--- config.mk ---
export PLATFORM = sky130hd
export DESIGN_NAME = imem_boot_ctrl_flat
export DESIGN_NICKNAME = d
export VERILOG_FILES = /design/src/rtl/imem_boot_ctrl_pkg.sv /design/src/rtl/imem_boot_ctrl_if.sv /design/src/rtl/imem_boot_ctrl_run_watchdog.sv /design/src/rtl/imem_boot_ctrl.sv /design/src/flat_wrapper.sv
export SDC_FILE = /design/constraint.sdc
export NUM_CORES = 1
export LEC_CHECK = 0
export ABC_CLOCK_PERIOD_IN_PS = 5100
export BUFFER_PORTS_ARGS = -buffer_cell sky130_fd_sc_hd__buf_2
export CORE_MARGIN = 2
export CORE_UTILIZATION = 54
export CTS_BUF_LIST = sky130_fd_sc_hd__clkbuf_4 sky130_fd_sc_hd__clkbuf_8 sky130_fd_sc_hd__clkbuf_16
export DETAILED_ROUTE_END_ITERATION = 8
export HOLD_SLACK_MARGIN = 0.15
export PLACE_DENSITY_LB_ADDON = 0.2
export SLEW_MARGIN = 20
export SYNTH_ARGS = -nofsm -noshare
export SYNTH_HDL_FRONTEND = slang
export SYNTH_SLANG_ARGS = --single-unit
--- constraint.sdc ---
create_clock -name clk -period 5.1 [get_ports clk]
set_clock_uncertainty 0.2 [all_clocks]
set_input_delay 0.765 -clock clk [delete_from_list [all_inputs] [get_ports clk]]
set_output_delay 0.765 -clock clk [all_outputs]
set_load 0.02 [all_outputs]
--- src/rtl/imem_boot_ctrl_pkg.sv ---
// rtl/imem_boot_ctrl_pkg.sv - shared states, instruction words and opcodes for the imem boot loader
package imem_boot_ctrl_pkg;

    typedef enum logic [2:0] {
        ST_IDLE,
        ST_LOAD,
        ST_FILL,
        ST_RST_HOLD,
        ST_RUN,
        ST_DONE
    } boot_state_t;

    localparam logic [31:0] NOP_WORD  = 32'h0000_0013;
    localparam logic [31:0] HALT_WORD = 32'h0000_006f;

    // Major opcodes decoded by cpu_top
    localparam logic [6:0] OPC_LUI    = 7'b0110111;
    localparam logic [6:0] OPC_AUIPC  = 7'b0010111;
    localparam logic [6:0] OPC_JAL    = 7'b1101111;
    localparam logic [6:0] OPC_JALR   = 7'b1100111;
    localparam logic [6:0] OPC_BRANCH = 7'b1100011;
    localparam logic [6:0] OPC_LOAD   = 7'b0000011;
    localparam logic [6:0] OPC_STORE  = 7'b0100011;
    localparam logic [6:0] OPC_OP_IMM = 7'b0010011;
    localparam logic [6:0] OPC_OP     = 7'b0110011;

    function automatic logic is_halt(input logic [31:0] instr);
        return instr == HALT_WORD;
    endfunction

endpackage

--- src/rtl/imem_boot_ctrl_if.sv ---
// rtl/imem_boot_ctrl_if.sv - program word stream in, imem write port out
interface imem_boot_ctrl_if #(
    parameter int ADDR_W = 6
) ();
    logic              load_valid;
    logic              load_ready;
    logic [31:0]       load_data;
    logic              load_last;
    logic              imem_we;
    logic [ADDR_W-1:0] imem_waddr;
    logic [31:0]       imem_wdata;

    modport master (
        input  load_valid, load_data, load_last,
        output load_ready, imem_we, imem_waddr, imem_wdata
    );

    modport slave (
        output load_valid, load_data, load_last,
        input  load_ready, imem_we, imem_waddr, imem_wdata
    );
endinterface

--- src/rtl/imem_boot_ctrl_run_watchdog.sv ---
// rtl/imem_boot_ctrl_run_watchdog.sv - RUN cycle counter with budget and halt detection
module boot_run_watchdog
    import imem_boot_ctrl_pkg::*;
#(
    parameter int RUN_CYCLES = 70
) (
    input  logic        clk,
    input  logic        rst,
    input  logic        clr,
    input  logic        en,
    input  logic [31:0] cpu_instr,
    output logic [15:0] run_cycles,
    output logic        halt_hit,
    output logic        budget_hit
);
    logic [15:0] cnt_inc;

    // cnt_inc is the count including the current RUN cycle
    always_comb begin
        cnt_inc = (run_cycles == 16'hFFFF) ? run_cycles : run_cycles + 16'd1;
    end

    assign halt_hit   = en && is_halt(cpu_instr);
    assign budget_hit = en && (cnt_inc == 16'(RUN_CYCLES));

    always_ff @(posedge clk or posedge rst) begin
        if (rst) begin
            run_cycles <= 16'd0;
        end else if (clr) begin
            run_cycles <= 16'd0;
        end else if (en) begin
            run_cycles <= cnt_inc;
        end
    end
endmodule

--- src/rtl/imem_boot_ctrl.sv ---
// rtl/imem_boot_ctrl.sv - loads imem from a word stream, NOP-fills, then runs the core under a cycle budget
module imem_boot_ctrl
    import imem_boot_ctrl_pkg::*;
#(
    parameter int IMEM_DEPTH = 64,
    parameter int ADDR_W     = 6,
    parameter int RST_HOLD   = 2,
    parameter int RUN_CYCLES = 70
) (
    input  logic                clk,
    input  logic                rst,
    input  logic                start,
    imem_boot_ctrl_if.master    bus,
    output logic                cpu_rst,
    input  logic [31:0]         cpu_instr,
    output logic                busy,
    output logic                done,
    output logic                timeout,
    output logic [ADDR_W:0]     words_loaded,
    output logic [15:0]         run_cycles
);
    localparam logic [ADDR_W-1:0] LAST_ADDR = ADDR_W'(IMEM_DEPTH - 1);
    localparam logic [15:0]       HOLD_LAST = 16'(RST_HOLD - 1);

    boot_state_t       state;
    logic [ADDR_W-1:0] addr;
    logic [15:0]       hold_cnt;
    logic              accept;
    logic              start_ok;
    logic              halt_hit;
    logic              budget_hit;

    assign accept   = (state == ST_LOAD) && bus.load_valid;
    assign start_ok = start && ((state == ST_IDLE) || (state == ST_DONE));

    // Stream writes go straight through to imem in the accept cycle
    always_comb begin
        bus.load_ready = (state == ST_LOAD);
        bus.imem_we    = accept || (state == ST_FILL);
        bus.imem_waddr = addr;
        bus.imem_wdata = 32'd0;
        if (state == ST_FILL) begin
            bus.imem_wdata = NOP_WORD;
        end else if (accept) begin
            bus.imem_wdata = bus.load_data;
        end
    end

    boot_run_watchdog #(.RUN_CYCLES(RUN_CYCLES)) u_watchdog (
        .clk        (clk),
        .rst        (rst),
        .clr        (start_ok),
        .en         (state == ST_RUN),
        .cpu_instr  (cpu_instr),
        .run_cycles (run_cycles),
        .halt_hit   (halt_hit),
        .budget_hit (budget_hit)
    );

    always_ff @(posedge clk or posedge rst) begin
        if (rst) begin
            state        <= ST_IDLE;
            addr         <= '0;
            hold_cnt     <= 16'd0;
            words_loaded <= '0;
            done         <= 1'b0;
            timeout      <= 1'b0;
            cpu_rst      <= 1'b1;
            busy         <= 1'b0;
        end else begin
            case (state)
                ST_IDLE, ST_DONE: begin
                    if (start_ok) begin
                        state        <= ST_LOAD;
                        addr         <= '0;
                        words_loaded <= '0;
                        done         <= 1'b0;
                        timeout      <= 1'b0;
                        busy         <= 1'b1;
                    end
                end
                ST_LOAD: begin
                    if (accept) begin
                        addr         <= addr + ADDR_W'(1);
                        words_loaded <= words_loaded + (ADDR_W+1)'(1);
                        // A full imem needs no fill, whatever load_last says
                        if (addr == LAST_ADDR) begin
                            state    <= ST_RST_HOLD;
                            hold_cnt <= 16'd0;
                        end else if (bus.load_last) begin
                            state <= ST_FILL;
                        end
                    end
                end
                ST_FILL: begin
                    addr <= addr + ADDR_W'(1);
                    if (addr == LAST_ADDR) begin
                        state    <= ST_RST_HOLD;
                        hold_cnt <= 16'd0;
                    end
                end
                ST_RST_HOLD: begin
                    if (hold_cnt == HOLD_LAST) begin
                        state   <= ST_RUN;
                        cpu_rst <= 1'b0;
                    end else begin
                        hold_cnt <= hold_cnt + 16'd1;
                    end
                end
                ST_RUN: begin
                    if (halt_hit || budget_hit) begin
                        state   <= ST_DONE;
                        done    <= 1'b1;
                        timeout <= !halt_hit;
                        cpu_rst <= 1'b1;
                        busy    <= 1'b0;
                    end
                end
                default: begin
                    state   <= ST_IDLE;
                    cpu_rst <= 1'b1;
                    busy    <= 1'b0;
                end
            endcase
        end
    end
endmodule

--- src/flat_wrapper.sv ---
// flat-port wrapper written by rule: the top's interface ports become plain ports
module imem_boot_ctrl_flat import imem_boot_ctrl_pkg::*;
#(
    parameter int IMEM_DEPTH = 64,
    parameter int ADDR_W     = 6,
    parameter int RST_HOLD   = 2,
    parameter int RUN_CYCLES = 70
)
  (clk, rst, start, cpu_rst, cpu_instr, busy, done, timeout, words_loaded, run_cycles, bus_load_valid, bus_load_data, bus_load_last, bus_load_ready, bus_imem_we, bus_imem_waddr, bus_imem_wdata);
  imem_boot_ctrl_if #(.ADDR_W(ADDR_W)) bus_i ();
  input  logic clk;
  input  logic rst;
  input  logic start;
  output logic cpu_rst;
  input  logic [31:0] cpu_instr;
  output logic busy;
  output logic done;
  output logic timeout;
  output logic [ADDR_W:0] words_loaded;
  output logic [15:0] run_cycles;
  input wire logic [$bits(bus_i.load_valid)-1:0] bus_load_valid;
  input wire logic [$bits(bus_i.load_data)-1:0] bus_load_data;
  input wire logic [$bits(bus_i.load_last)-1:0] bus_load_last;
  output wire logic [$bits(bus_i.load_ready)-1:0] bus_load_ready;
  output wire logic [$bits(bus_i.imem_we)-1:0] bus_imem_we;
  output wire logic [$bits(bus_i.imem_waddr)-1:0] bus_imem_waddr;
  output wire logic [$bits(bus_i.imem_wdata)-1:0] bus_imem_wdata;
  assign bus_i.load_valid = bus_load_valid;
  assign bus_i.load_data = bus_load_data;
  assign bus_i.load_last = bus_load_last;
  assign bus_load_ready = bus_i.load_ready;
  assign bus_imem_we = bus_i.imem_we;
  assign bus_imem_waddr = bus_i.imem_waddr;
  assign bus_imem_wdata = bus_i.imem_wdata;
  imem_boot_ctrl #(.IMEM_DEPTH(IMEM_DEPTH), .ADDR_W(ADDR_W), .RST_HOLD(RST_HOLD), .RUN_CYCLES(RUN_CYCLES)) u_core (.clk(clk), .rst(rst), .start(start), .bus(bus_i), .cpu_rst(cpu_rst), .cpu_instr(cpu_instr), .busy(busy), .done(done), .timeout(timeout), .words_loaded(words_loaded), .run_cycles(run_cycles));
endmodule
-- After elaboration in Yosys (flattened, before gate mapping)
Cells that the tools add are included.
- reduce and logical (&&, ||, !) cells: 24
- equality and inequality tests: 17
- bitwise logic cells: 2
- multiplexer cells: 33
- add/subtract/negate cells: 4
- operators by type and width (cell ; count):
    16-bit 2-to-1 mux ; 6
    32-bit 2-to-1 mux ; 2
    16-bit one-hot mux with 3 select lines ; 1
    16-bit by 1-bit adder with 16-bit output (second input constant) ; 2
    32-bit by 7-bit == test with 1-bit output (second input constant) ; 1
    3-bit 2-to-1 mux ; 7
    6-bit one-hot mux with 3 select lines ; 1
    3-bit AND reduction ; 6
    16-bit by 1-bit == test with 1-bit output (second input constant) ; 1
    16-bit == test (second input constant) ; 1
    16-bit by 7-bit == test with 1-bit output (second input constant) ; 1
    3-bit one-hot mux with 5 select lines ; 1
    7-bit 2-to-1 mux ; 2
    7-bit one-hot mux with 2 select lines ; 1
    6-bit 2-to-1 mux ; 2
    2-bit by 1-bit inequality test with 1-bit output (second input constant) ; 4
    7-bit by 1-bit adder with 7-bit output (second input constant) ; 1
    6-bit by 1-bit adder with 6-bit output (second input constant) ; 1
    3-bit by 2-bit == test with 1-bit output (second input constant) ; 2
    3-bit == test (second input constant) ; 2
    6-bit == test (second input constant) ; 1
    1-bit 2-to-1 mux ; 6
    1-bit one-hot mux with 3 select lines ; 2
    6-bit AND reduction ; 1
    other kinds (14) ; 25
- word-level logic and storage cells: 89
- register bits: 52

-- Logic depth before layout (Yosys ltp)
- depth after elaboration: 7
- gate-level depth with buffers: 8

-- Modules after synthesis
Synthesis repeated with hierarchy kept, for this count alone.
- cell total of the unflattened synthesis: 416
- area total of the unflattened synthesis: 3669.8 sq um
- by module, submodules not included (module ; cells an instance ; sequential area each (sq um) ; times used ; area an instance (sq um)):
    imem_boot_ctrl ; 276 ; 902.1 ; 1 ; 2476.1
    boot_run_watchdog ; 140 ; 400.4 ; 1 ; 1193.6

-- Worst setup path after synthesis
No wires, ideal clock.
- kind: input port to flip-flop
- start: input port bus_load_valid
- end: register u_core.hold_cnt[15]
- setup slack: 2473 ps
- data arrival time: 2300 ps
- stages on the path: 6
- required time: 4773 ps
- buffers on the path: 0
- cells stage by stage: nand3b_1 > a2111oi_4 > a31oi_4 > nor4_4 > nand3_1 > mux2_1
- cells in the longest elaborated chain, start to end: 3
- ends and longest elaborated chain (element ; line ; source):
    start: declaration ; flat_wrapper.sv:21 ; input wire logic [$bits(bus_i.load_valid)-1:0] bus_load_valid;
    1-bit logical AND ; imem_boot_ctrl.sv:33 ; assign accept = (state == ST_LOAD) && bus.load_valid;
    2-bit by 1-bit inequality test with 1-bit output (no line) ; - ;
    3-bit AND reduction (no line) ; - ;
    end signal: assignment ; imem_boot_ctrl.sv:107 ; hold_cnt <= hold_cnt + 16'd1;
    end: declaration ; imem_boot_ctrl.sv:27 ; logic [15:0] hold_cnt;
Every way passes these cells.
A chain may end at the register's enable or synchronous reset.

-- Worst setup path in the final report
- start: register u_core.state[2]
- end: output port bus_imem_wdata[3]
- cells in the longest elaborated chain, start to end: 4
- elaborated cells between the ends (all ways): 5
- ends and longest elaborated chain (element ; line ; source):
    start: declaration ; imem_boot_ctrl.sv:25 ; boot_state_t state;
    start signal: assignment ; imem_boot_ctrl.sv:62 ; state <= ST_IDLE;
    start signal: assignment ; imem_boot_ctrl.sv:74 ; state <= ST_LOAD;
    start signal: assignment ; imem_boot_ctrl.sv:88 ; state <= ST_RST_HOLD;
    3-bit by 1-bit == test with 1-bit output ; imem_boot_ctrl.sv:33 ;
    1-bit logical AND ; imem_boot_ctrl.sv:33 ;
    32-bit 2-to-1 mux ; imem_boot_ctrl.sv:44 ; end else if (accept) begin
    32-bit 2-to-1 mux * ; imem_boot_ctrl.sv:42 ; if (state == ST_FILL) begin
    end: declaration ; flat_wrapper.sv:27 ; output wire logic [$bits(bus_i.imem_wdata)-1:0] bus_imem_wdata;
Every way passes the cells marked *; elsewhere a longest branch is shown, timed or not.

==> metrics.cfg <==
[cts]
ctsHoldBuffers = 0
cts.sink_count = 52
cts-root-buf = clkbuf_8
clk-insertion-delay-late_ps = 310
tritoncts = yes
clk_path_buf_depth = 2
htreeDepth = 2
cts_buffers = 5
cts_resized = 0
clk_pin_slew_ps = 100
post_cts_buffers = 0

[detailed_routing]
vias = 3830
wirelength_mm = 9.88
wl_per_cell_um = 15.6
drt-pass1-iter-count = 5
via_per_inst = 6.04
ant_nets = 0
drc = 0
first_iter_violations = 316

[global_route]
grt_max_degree = 37
grt_first_pass_wirelength_mm = 16.2
track_usage = 0.274
antenna_found_initial = 1
grt_pass1_vias = 3561
overflow = 0

[sta]
fin_tns_setup_ps = 0
fin_crit_sh = 0.627
max_freq_ghz = 0.313
worst_slew_pin_slew_ps = 935
drv_slew = 0
setup_viol = 0
max_slew_margin = 0.374
min_period_ps = 3200
grt_setup_unrepaired = no
final-hold-violation-count = 0

[synthesis]
avgSynthCellArea_um2 = 8.13
dominantRegCellSynth = dfrtp_1
synth_edf_count = 0
synth-seq-cells = 52
syn_nets = 509
synth.top_cell.area_share = 0.361
synth_async_sr_flop_share = 1.00
synth_area_leaders = dfrtp_1 (36%), and3_1 (6.2%), nand2_1 (4.6%), nor2_1 (4.6%), a21oi_1 (4.0%)
yosys_warnings = 0
netlist_area_um2 = 3540
synth_most_common_cell = dfrtp_1
synth_cells = 435
synth_cell_types = 59
synth.top_cells.by_count = dfrtp_1 (51), nand2_1 (43), nor2_1 (43)
synth.yosys.seq_area_share = 0.368
synth_top_area_cell = dfrtp_1

[die]
ioPinCount = 136
rows = 29
start_util = 0.557
dieWidth_um = 84.9
core-area_um2 = 6350
die_area_um2 = 7210
die_h_um = 84.9

[critical_path]
critPathCaptureType = primary output
cp-start-kind = flip-flop
crit_fanout = 30
required_ps = 4140
worstPathArrival_ps = 2230
worstSetupPathType = flip-flop to primary output

[pwr]
ir_drop_mv = 0.290
total_power_mw = 1.59
p_leak_nw = 2.17
p_per_area_nw_per_um2 = 368

[placement]
dp_hpwl_mm = 7.50
place_area_um2 = 4230
gp_congestion = 0.955
port_buffers = 135

[final_layout]
syn_to_final_growth_pct = 22.5
fin_area_um2 = 4330
drive_gt1_frac = 0.282
final_nets = 629

[run]
cap_violations = 0

[run_status]
status = completed

[worst_hold_path]
hp-class = input port to asynchronous set/reset pin

[per-stage QoR]
step                hold slack (ps)  std cells  setup slack, ps   util
floorplan                       297        435             2470      -
global placement                301        625             2010  0.666
detailed placement              318        625             1860  0.666
CTS                             215        633             1580  0.681
global route                    226        634             1670  0.682
finish                          203        634             1900  0.682
[area by class of cell]
class,count,area [um2]
clock buffer,6,82.6
inverter,14,52.6
multi-input combinational,345,2090
antenna,1,2.50
fill,532,2020
sequential,52,1300
clock inverter,2,13.8
timing repair buffer,137,691
tap,77,96.3
[state kept, by name (all words and copies together), names as in the netlist]
register,flops
u_core.state,3
u_core.done,1
u_core.u_watchdog.run_cycles,16
u_core.hold_cnt,16
u_core.timeout,1
u_core.cpu_rst,1
u_core.bus.imem_waddr,6
u_core.words_loaded,7
u_core.busy,1
[power breakdown]
part	leakage (nW)	internal [mW]	switching (mW)	total, mW
combinational	1.41	0.265	0.469	0.735
sequential	0.704	0.475	0.125	0.600
clock	0.0516	0.111	0.146	0.258
[placed cells by master (no fill, tap or decap), types with 3 or more instances in the layout]
cell / synthesis / routed
a31oi_1: 7 / 7
xor2_1: 4 / 4
nor2b_1: 5 / 5
and2_1: 3 / 3
buf_2: 3 / 135
nor4_1: 14 / 14
nand3_1: 21 / 21
a21oi_1: 28 / 28
and4_1: 8 / 8
o31ai_1: 6 / 6
dfrtp_1: 51 / 51
o21ai_1: 6 / 6
nor2_1: 43 / 42
clkbuf_8: 0 / 6
nor3_1: 6 / 6
o211ai_1: 4 / 4
nand2b_1: 6 / 6
nand2_1: 43 / 43
or3_1: 4 / 4
o21ai_0: 27 / 27
ha_1: 5 / 5
and3_1: 35 / 35
nand4_1: 16 / 16
inv_1: 14 / 13
xnor2_1: 11 / 11
[final timing paths]
kind,startpoint,endpoint,slack (ps),cells after the start
max reg2reg,u_core.state[1]$_DFFE_PP0P_,u_core.hold_cnt[15]$_DFFE_PP0P_,2130,7
max,u_core.state[2]$_DFFE_PP0P_,bus_imem_wdata[3],1900,4
min,rst,u_core.u_watchdog.run_cycles[3]$_DFFE_PP0P_,200,2
max in group asynchronous,rst,u_core.cpu_rst$_DFFE_PP1P_,3700,3
min in group clk,u_core.timeout$_DFFE_PP0P_,u_core.timeout$_DFFE_PP0P_,340,1
min reg2reg,u_core.timeout$_DFFE_PP0P_,u_core.timeout$_DFFE_PP0P_,340,1
[metal layers]
layer / track usage / wire (um) / part of all wire / vias to the layer above
met4: 0.0924 / 231 / 0.023 / 0
met1: 0.362 / 4190 / 0.42 / 1793
met5: 0 / 0 / 0 / -
met3: 0.0486 / 646 / 0.065 / 18
li1: - / - / - / 1853
met2: 0.456 / 4810 / 0.49 / 166
[critical path: stages (launching register included)]
cell      delay (ps)
dfrtp_1          580
nand2b_1         290
nor2_2           620
and3_1           260
buf_2            170
[cells by family after synthesis]
family,Yosys count,synth area share
AND/OR/NAND/NOR,214,0.323
AO/OA/AOI/OAI,107,0.200
flip-flops,52,0.368
buffers and inverters,38,0.0414
XOR/XNOR,15,0.0372
adder cells (fa/ha/maj),5,0.0177
multiplexers,4,0.0124
No activity file was read; power rests on OpenSTA's default activity.
